===== src/rtl/ext_mem_arbiter_pkg.sv =====
// Shared widths and FSM encoding for the external-memory round-robin arbiter.
package ext_mem_arbiter_pkg;

  localparam int AXI_LEN_W = 8;
  localparam int MIG_BUS_W = 256;
  localparam int IO_ADDR_W = 32;

  typedef enum logic {
    IDLE  = 1'b0,
    BURST = 1'b1
  } arb_state_e;

  // Index of (start + offset) modulo n, with start < n and offset < n.
  function automatic int rr_wrap(input int start, input int offset, input int n);
    int p;
    p = start + offset;
    if (p >= n) p = p - n;
    return p;
  endfunction

endpackage


===== src/rtl/ext_mem_arbiter_rr_priority_enc.sv =====
// Round-robin winner select: request vector rotated to start at last+1,
// then a fixed-priority encoder picks the first set bit.
module rr_priority_enc
  import ext_mem_arbiter_pkg::*;
#(
  parameter int N     = 3,
  parameter int IDX_W = 2
) (
  input  logic [N-1:0]     req_i,
  input  logic [IDX_W-1:0] last_i,
  output logic [N-1:0]     gnt_oh_o,
  output logic [IDX_W-1:0] gnt_idx_o,
  output logic             any_o
);

  logic [N-1:0] rot;
  int           start;
  logic         found;

  always_comb begin
    start = (int'(last_i) >= N - 1) ? 0 : int'(last_i) + 1;
    rot   = '0;
    for (int i = 0; i < N; i++) begin
      rot[i] = req_i[rr_wrap(start, i, N)];
    end

    found     = 1'b0;
    gnt_oh_o  = '0;
    gnt_idx_o = '0;
    for (int i = 0; i < N; i++) begin
      if (!found && rot[i]) begin
        found     = 1'b1;
        gnt_idx_o = IDX_W'(rr_wrap(start, i, N));
        gnt_oh_o[rr_wrap(start, i, N)] = 1'b1;
      end
    end
    any_o = |req_i;
  end

endmodule


===== src/rtl/ext_mem_arbiter.sv =====
// Burst-granular round-robin arbiter sharing one native memory port among
// N requesters; the grant is held until len+1 beats have completed.
module ext_mem_arbiter
  import ext_mem_arbiter_pkg::*;
#(
  parameter int N_MASTERS = 3,
  parameter int ADDR_W    = IO_ADDR_W,
  parameter int DATA_W    = MIG_BUS_W,
  parameter int LEN_W     = AXI_LEN_W
) (
  input  logic                            clk,
  input  logic                            rst,
  input  logic [N_MASTERS-1:0]            m_valid,
  input  logic [N_MASTERS*ADDR_W-1:0]     m_addr,
  input  logic [N_MASTERS*DATA_W-1:0]     m_wdata,
  input  logic [N_MASTERS*DATA_W/8-1:0]   m_wstrb,
  input  logic [N_MASTERS*LEN_W-1:0]      m_len,
  output logic [DATA_W-1:0]               m_rdata,
  output logic [N_MASTERS-1:0]            m_ready,
  output logic                            s_valid,
  output logic [ADDR_W-1:0]               s_addr,
  output logic [DATA_W-1:0]               s_wdata,
  output logic [DATA_W/8-1:0]             s_wstrb,
  output logic [LEN_W-1:0]                s_len,
  input  logic [DATA_W-1:0]               s_rdata,
  input  logic                            s_ready,
  output logic [N_MASTERS-1:0]            grant,
  output logic                            busy
);

  localparam int IDX_W = (N_MASTERS > 1) ? $clog2(N_MASTERS) : 1;
  localparam int STB_W = DATA_W / 8;

  arb_state_e           state_q;
  logic [IDX_W-1:0]     owner_q;
  logic [IDX_W-1:0]     last_q;
  logic [N_MASTERS-1:0] grant_q;
  logic [LEN_W-1:0]     len_q;
  logic [LEN_W-1:0]     beat_cnt_q;
  logic                 busy_q;

  logic [N_MASTERS-1:0] win_oh;
  logic [IDX_W-1:0]     win_idx;
  logic                 win_any;
  logic                 beat_done;

  rr_priority_enc #(
    .N     (N_MASTERS),
    .IDX_W (IDX_W)
  ) u_rr (
    .req_i     (m_valid),
    .last_i    (last_q),
    .gnt_oh_o  (win_oh),
    .gnt_idx_o (win_idx),
    .any_o     (win_any)
  );

  assign beat_done = s_valid & s_ready;

  // Last beat is detected by comparing before incrementing, so len=2^LEN_W-1
  // runs the full 2^LEN_W beats without the counter wrapping into an early exit.
  always_ff @(posedge clk or negedge rst) begin
    if (!rst) begin
      state_q    <= IDLE;
      owner_q    <= '0;
      last_q     <= IDX_W'(N_MASTERS - 1);
      grant_q    <= '0;
      len_q      <= '0;
      beat_cnt_q <= '0;
      busy_q     <= 1'b0;
    end else begin
      case (state_q)
        IDLE: begin
          if (win_any) begin
            owner_q    <= win_idx;
            last_q     <= win_idx;
            grant_q    <= win_oh;
            len_q      <= m_len[int'(win_idx)*LEN_W +: LEN_W];
            beat_cnt_q <= '0;
            busy_q     <= 1'b1;
            state_q    <= BURST;
          end
        end
        BURST: begin
          if (beat_done) begin
            beat_cnt_q <= beat_cnt_q + 1'b1;
            if (beat_cnt_q == len_q) begin
              grant_q <= '0;
              busy_q  <= 1'b0;
              state_q <= IDLE;
            end
          end
        end
        default: state_q <= IDLE;
      endcase
    end
  end

  always_comb begin
    s_valid = 1'b0;
    s_addr  = '0;
    s_wdata = '0;
    s_wstrb = '0;
    s_len   = '0;
    m_ready = '0;
    if (state_q == BURST) begin
      s_valid          = m_valid[owner_q];
      s_addr           = m_addr[int'(owner_q)*ADDR_W +: ADDR_W];
      s_wdata          = m_wdata[int'(owner_q)*DATA_W +: DATA_W];
      s_wstrb          = m_wstrb[int'(owner_q)*STB_W +: STB_W];
      s_len            = len_q;
      m_ready[owner_q] = s_ready;
    end
  end

  assign m_rdata = s_rdata;
  assign grant   = grant_q;
  assign busy    = busy_q;

endmodule


===== config.mk =====
export PLATFORM = sky130hd
export DESIGN_NAME = ext_mem_arbiter
export DESIGN_NICKNAME = d
export VERILOG_FILES = /design/src/rtl/ext_mem_arbiter_pkg.sv /design/src/rtl/ext_mem_arbiter_rr_priority_enc.sv /design/src/rtl/ext_mem_arbiter.sv
export SDC_FILE = /design/constraint.sdc
export NUM_CORES = 1
export LEC_CHECK = 0
export CAP_MARGIN = 20
export CORE_AREA = 2 2 713 715
export CTS_CLUSTER_SIZE = 40
export DETAILED_ROUTE_END_ITERATION = 6
export DIE_AREA = 0 0 715 717
export GPL_TIMING_DRIVEN = 0
export HOLD_SLACK_MARGIN = 0.12
export SYNTH_ARGS = -nofsm -noshare
export SYNTH_HDL_FRONTEND = slang
export SYNTH_SLANG_ARGS = --single-unit

===== constraint.sdc =====
create_clock -name clk -period 3.9 [get_ports clk]
set_input_delay 0.39 -clock clk [delete_from_list [all_inputs] [get_ports clk]]
set_output_delay 0.39 -clock clk [all_outputs]
set_load 0.05 [all_outputs]

==> run summary, run 1 <==
Initial Util -> 2.485%
Tightest Pin Transition -> 1.038 ns
Core Area -> 504,500 um2
Vias -> 23,930
Die height -> 717 um
Die ar. -> 512,700 um2
Worst Path Required -> 3.51 ns
Cell row count -> 261
Clk slew on worst S/H paths -> 0.07 ns
#FFs+latches synth -> 24
Final max-slew violation count -> 0
Pwr Total -> 28.91 mW
M2 GR Usage -> 27.92%
Slack of the worst reg-to-reg path -> 0.37 ns
Vias/cell -> 2.294
Rel. slew slack -> 30.58%
Worst Clk Skew -> 0.006128 ns
Deepest clock path buffer count -> 2
Cell Area, Placed -> 37,930 um2
Top Usage Layer GRT -> met2
Met3 Usage GRT -> 10.69%
Max-cap violations -> 0
Finished Layout Cells -> 10,430
DPL Wire Length -> 439.1 mm
Die Wd -> 715 um
DRC -> 0
Final setup vio count -> 0
First-pass GRT wire length -> 500.4 mm
Syn_nets -> 3,163
Synth Warn # -> 0
Async SR Flop Fraction -> 100.0%
Final #Nets -> 4,794
Largest net degree at the start of global routing -> 15
Final wirelength -> 456.1 mm
Minimum clock period -> 3.862 ns
Clock sinks -> 24
Share of cells above drive strength 1 -> 18.20%
Period utilisation layout -> 99.02%
Clock latency on the worst-skew pair -> 0.27 ns
Unique masters post-synth -> 55
Ports -> 1,838
Primary FF master, synth -> dfrtp_1
Slowest CP cell -> o21ai_0
Max Clk Rate -> 258.9 MHz
Delay of the slowest critical-path stage -> 0.77 ns
Reg2Reg Depth -> 12
Nature of the critical path startpoint -> flip-flop
Lkg Pwr -> 12.46 nW
Mapped cell area -> 12,540 um2
Fin util -> 7.706%
Status -> finished, final reports clean
Vias in the first global route -> 22,160
TritonRoute pass-1 iters -> 6
Initial antenna violation count -> 566
Cts bufs inserted -> 3
R2r endpoint -> len_q[1]$_DFFE_PN0P_
Total number of H-tree levels -> 1
Routability Congestion -> 0.9495
Gr usage total -> 16.98%
DR WL/cell -> 43.73 um
Critical path peak fanout -> 12
PD cells -> 743.4 nW/um2
P&R area growth vs syn -> 210.1%
Max VDD drop -> 277.4 uV
Register area share after synthesis -> 4.800%
Initial detailed-routing violation count -> 1,587
Final hold vios -> 0
Reg-to-reg startpoint -> owner_q[0]$_DFFE_PN0P_
Post-synth EDFFs -> 0
Cells after DPL -> 10,250
Critical path cell sequence -> buf_8, buf_6, clkbuf_2, mux2i_1, o21ai_0, and2_1, clkdlybuf4s15_2
Hold Crit Class -> in2async
Syn Inst Count -> 1,909
WP data arrival -> 3.47 ns
CP Class -> reg2out
Met1 GRT Util -> 18.45%
Fin area -> 38,880 um2
Root Driver -> clkbuf_16
Final ANT Viol Nets -> 0
Syn Area/Cell -> 6.567 um2
GRT overflow -> 0
TritonCTS clock tree -> yes
Setup crit end kind -> output port
Number of port buffers -> 1,579
## report_power, final
group | internal, mW | total (mW) | switching (mW) | leakage [nW]
Clock | 0.205 | 0.313 | 0.109 | 0.0523
Sequential | 0.353 | 0.478 | 0.124 | 0.295
Combinational | 7.40 | 28.1 | 20.7 | 12.1
## worst max-delay path: cells and delay by family, from the launching register on
| kind | cells | cell delay [ns] |
|---|---|---|
| and+or+nand+nor | 1 | 0.24 |
| muxes | 1 | 0.14 |
| buffers and inverters | 4 | 1.62 |
| AOI/OAI and AO/OA | 1 | 0.77 |
| DFF | 1 | 0.36 |
## how the worst max path moves through the flow
stage	startpoint	end	slack, ns	cells after the start
final	owner_q[1]$_DFFE_PN0P_	s_wdata[201]	0.04	7
after floorplan	owner_q[0]$_DFFE_PN0P_	len_q[6]$_DFFE_PN0P_	1.05	13
after detailed placement	owner_q[1]$_DFFE_PN0P_	s_wdata[62]	-1.60	7
after global routing	owner_q[1]$_DFFE_PN0P_	s_wdata[36]	-0.0004	7
after CTS	owner_q[0]$_DFFE_PN0P_	s_wdata[62]	-0.002	9
after global placement	owner_q[1]$_DFFE_PN0P_	s_wstrb[7]	-4.70	6
## cell type report
| type | instances | area (um2) |
|---|---|---|
| Timing Repair Buffer | 1626 | 16760 |
| Buffer | 415 | 2811 |
| Tap cell | 6706 | 8391 |
| Sequential cell | 24 | 603.1 |
| Clock buffer | 3 | 75.07 |
| Fill cell | 59270 | 465700 |
| Antenna cell | 185 | 462.9 |
| Multi-Input combinational cell | 1462 | 9722 |
| Clock inverter | 1 | 30.03 |
| Inverter | 8 | 30.03 |
## routing by layer
layer	part of all wire, %	vias to the layer above
met4	2.9	246
met3	14	839
met1	37	11080
met5	0.37	-
met2	46	2093
li1	-	9672
## registers in the layout, summed over array words and instances, names as in the netlist
name	count
owner_q	2
state_q	1
grant	3
last_q	1
beat_cnt_q	8
len_q	8
busy	1
## synthesized netlist by cell type (5+ instances only)
| master | instances | share of area [%] |
|---|---|---|
| buf_4 | 258 | 15 |
| ha_1 | 8 | 0.80 |
| xnor2_1 | 8 | 0.56 |
| inv_1 | 8 | 0.24 |
| mux2i_1 | 323 | 26 |
| clkbuf_1 | 111 | 3.3 |
| o21ai_0 | 326 | 13 |
| nor2_1 | 8 | 0.24 |
| and3_1 | 5 | 0.25 |
| nand3_1 | 12 | 0.48 |
| o2111ai_1 | 8 | 0.56 |
| dfrtp_1 | 23 | 4.6 |
| buf_2 | 27 | 1.1 |
| nand4_1 | 13 | 0.65 |
| and2_1 | 333 | 17 |
| a21oi_1 | 5 | 0.20 |
| nor3b_1 | 10 | 0.60 |
| o41a_1 | 8 | 0.72 |
| nand2b_1 | 5 | 0.25 |
| buf_1 | 15 | 0.45 |
| nand2_1 | 351 | 11 |
## cell usage in the layout (no fill, tap or decap), drive strengths merged, types with 2 or more instances in the layout
cell,n
a21oi,5
a31oi,2
and2,333
and3,5
buf,395
clkbuf,143
clkdlybuf4s15,100
clkdlybuf4s50,1296
dfrtp,23
diode,185
dlygate4sd2,86
dlymetal6s2s,23
ha,8
inv,8
mux2,2
mux2i,324
nand2,352
nand2b,5
nand3,12
nand4,13
nand4bb,2
nor2,9
nor2b,3
nor3b,10
o2111ai,8
o211a,2
o21ai,328
o22ai,2
o2bb2ai,2
o311ai,2
o41a,8
or3,3
xnor2,8
## through the flow
stage	setup TNS [ns]	hold WS, ns	worst slack (ns)
4_1_cts	-0.002327	0.5589	-0.002327
3_5_place_dp	-268.28	0.5366	-1.596
3_3_place_gp	-565.36	0.5382	-4.698
2_1_floorplan	0	0.09441	1.048
6_report	0	0.5346	0.03823
5_1_grt	-0.0003755	0.5726	-0.0003755
## timing repair
action / in CTS / in global routing
hold buffers: 0 / 0
buffers inserted: 2 / 0
resized for setup: 672 / 92
setup endpoints to repair: 333 / 89
## cell families (layout without fill, tap and decap cells)
family	count (synthesis)	after routing	share of synthesized area (%)
mux	326	326	26.18
compound gates	367	367	16.26
fa+ha+maj	8	8	0.7984
flops	24	24	4.800
buf+inv	423	2053	20.85
other cells	1	186	0.02991
simple gates	751	751	30.46
xor+xnor	9	9	0.6288
(Power assumes the default switching activity.)
==> inputs of run 2 (changes only) <==
CTS_CLUSTER_DIAMETER = 40   (was default)
SKIP_LAST_GASP = 1   (was default)
==> run 2 against run 1 <==
  * Via count stayed put
  * Final cell count barely moved
  * Routed wire length is essentially flat
  * Highest routed layer unchanged
  * Combinational power about the same
  * Design area is essentially flat
  * Flip-flop and latch count is the same
  * Global-route usage is essentially flat
  * Critical path depth unchanged
  * Power is 0.18% higher
  * Largest power group unchanged
  * The flow now finishes with violations (setup timing)
  * First-iteration DRC count is 2.4% higher
==> run summary, run 2 (same netlist as run 1, synthesis figures left out) <==
Period utilisation layout -> 102.2% (+3.2 points)
Initial detailed-routing violation count -> 1,625 (+2.4%)
Max-cap violations -> 0 (unchanged)
Status -> finished, violations left
Finished Layout Cells -> 10,440 (+0.067%)
Critical path peak fanout -> 13 (+1)
Wl on met1 -> 169.7 mm (-0.42%)
Fin util -> 7.702% (about the same)
Fill count -> 59,270 (-0.0084%)
Worst Path Required -> 3.51 ns (about the same)
Hold WS -> 0.5331 ns (-0.001527 ns)
First-pass GRT wire length -> 500.4 mm (about the same)
Storage cell area -> 603.1 um2 (unchanged)
Gr usage total -> 16.98% (about the same)
Critical path cell sequence -> buf_8, buf_4, buf_4, mux2i_4, o21ai_1, and2_1, clkdlybuf4s50_1
GRT overflow -> 0 (unchanged)
Crit path buffers/inverters -> 4 (unchanged)
Core Area -> 504,500 um2 (unchanged)
Most frequent cells in the layout -> clkdlybuf4s50_1 (1,305), nand2_1 (337), and2_1 (333)
Ports -> 1,838 (unchanged)
Initial Util -> 2.485% (unchanged)
Vias in the first global route -> 22,160 (-0.023%)
TritonRoute pass-1 iters -> 5 (-1)
Clk slew on worst S/H paths -> 0.07 ns (about the same)
Cell Area, Placed -> 37,930 um2 (unchanged)
Largest net degree at the start of global routing -> 15 (unchanged)
Most common cell after layout, fill and taps aside -> clkdlybuf4s50_1
Final hold vios -> 0 (unchanged)
Slowest CP cell -> clkdlybuf4s50_1
Cells after DPL -> 10,250 (unchanged)
CTS Hold Bufs -> 0 (unchanged)
DR WL/cell -> 43.70 um (about the same)
Pwr Total -> 28.96 mW (+0.18%)
Final ANT Viol Nets -> 0 (unchanged)
Delay of the slowest critical-path stage -> 0.70 ns (-0.07 ns)
Internal -> 7.967 mW (+0.14%)
Nature of the critical path startpoint -> flip-flop
Vias -> 23,930 (unchanged)
Setup crit end kind -> output port
Clock latency on the worst-skew pair -> 0.27 ns (about the same)
Area of the multi-input gates -> 9711 um2 (-0.12%)
Setup TNS -> -0.08626 ns (-0.08626 ns)
Sequential Power Share -> 1.6% (about the same)
Fin area -> 38,860 um2 (about the same)
CP Class -> reg2out
Final worst slack -> -0.08626 ns (-0.1245 ns)
Max Clk Rate -> 250.9 MHz (-3.1%)
Final max-slew violation count -> 0 (unchanged)
DRC -> 0 (unchanged)
Vias/cell -> 2.292 (about the same)
Lkg Pwr -> 12.37 nW (-0.66%)
P&R area growth vs syn -> 210.0% (about the same)
Max VDD drop -> 277.2 uV (about the same)
Tightest Pin Transition -> 1.047 ns (+0.009181 ns)
PD cells -> 745.2 nW/um2 (+0.24%)
Root Driver -> clkbuf_16
RSZ-0062 raised after global routing -> yes
Cts bufs inserted -> 3 (unchanged)
Rel. slew slack -> 29.97% (-0.61 points)
Deepest clock path buffer count -> 2 (unchanged)
Cell row count -> 261 (unchanged)
Clock Power Share -> 1.1% (about the same)
DPL Wire Length -> 439.1 mm (unchanged)
Worst Clk Skew -> 0.005119 ns (-0.001009 ns)
Met2 routed WL -> 207.3 mm (-0.15%)
Final wirelength -> 456.1 mm (about the same)
Total number of H-tree levels -> 1 (unchanged)
Share of cells above drive strength 1 -> 18.10% (-0.095 points)
DR WL met3 -> 64.09 mm (+1.1%)
Routability Congestion -> 0.9495 (unchanged)
CP delay by family, top -> buffers and inverters
Hold Crit Class -> in2async
Number of port buffers -> 1,579 (unchanged)
Die Wd -> 715 um (unchanged)
Die height -> 717 um (unchanged)
Final #Nets -> 4,796 (+0.042%)
Combinational power share -> 97.3% (about the same)
Minimum clock period -> 3.986 ns (+0.1245 ns)
Clock sinks -> 24 (unchanged)
Switching pwr -> 20.99 mW (+0.20%)
Failing checks -> setup timing
Final setup vio count -> 1 (+1)
Pre-CTS WS -> -1.596 ns (unchanged)
TritonCTS clock tree -> yes
Top Layer Used -> met5
Critical Path Most Common Cell -> buf_4
Initial antenna violation count -> 560 (-1.1%)
Switching Fraction -> 72.49% (about the same)
Die ar. -> 512,700 um2 (unchanged)
WP data arrival -> 3.60 ns (+0.13 ns)
run 2: cell count changes in the layout (fill, tap and decap cells not counted), moves of 2 or more:
cell,change
o21ai_1,+2
diode_2,+5
buf_4,+4
dlymetal6s2s_1,-8
clkdlybuf4s50_1,+9
o21ai_2,-2
clkdlybuf4s15_2,-4
run 2: path summary, 6_finish.rpt:
check / slack [ns] / to / depth (start not counted) / startpoint
min in group clk: 0.56 / grant[2]$_DFFE_PN0P_ / 2 / grant[2]$_DFFE_PN0P_
min reg2reg: 0.56 / grant[2]$_DFFE_PN0P_ / 2 / grant[2]$_DFFE_PN0P_
min: 0.53 / len_q[6]$_DFFE_PN0P_ / 1 / rst
max reg2reg: 0.37 / len_q[1]$_DFFE_PN0P_ / 12 / owner_q[0]$_DFFE_PN0P_
max in group asynchronous: 2.83 / owner_q[0]$_DFFE_PN0P_ / 2 / rst
max: -0.09 / s_wdata[62] / 7 / owner_q[1]$_DFFE_PN0P_
run 2: layer usage:
metal,GRT usage [%],up-vias
met4,3.337,244
met2,27.97,2153
met3,10.63,821
met5,0,-
met1,18.48,11020
li1,-,9683
run 2: worst register-to-register path, stage by stage, from the launching register on:
cell and delay, ns:
dfrtp_2 0.45, buf_12 0.19, buf_2 0.46, clkbuf_2 0.39, nand2_1 0.17, inv_1 0.09
ha_1 0.28, nor2b_1 0.16, o211a_1 0.25, clkbuf_1 0.31, nor2_2 0.41, o2111ai_1 0.19
nand3_1 0.11
run 2: area by class of cell:
cell class / count / area share [%]
repair buffers: 1628 / 43.11
multi-input cells: 1462 / 24.99
well taps: 6706 / 21.59
plain buffers: 415 / 7.183
flip-flops and latches: 24 / 1.552
diodes: 190 / 1.224
clock buffers: 3 / 0.1932
clock inverters: 1 / 0.07727
inverters: 8 / 0.07727
run 2: timing repair:
action,4_1_cts,5_1_grt
buffers inserted,2,3
setup endpoints to repair,333,122
resized for setup,663,86
run 2: power groups by stage:
stage | clock, mW | combinational [mW] | sequential, mW
floorplan | 0 | 12.1 | 0.502
global placement | 0 | 27.9 | 0.483
detailed placement | 0 | 28.9 | 0.483
CTS | 0.326 | 28.8 | 0.483
global route | 0.327 | 29.3 | 0.501
finish | 0.315 | 28.2 | 0.477
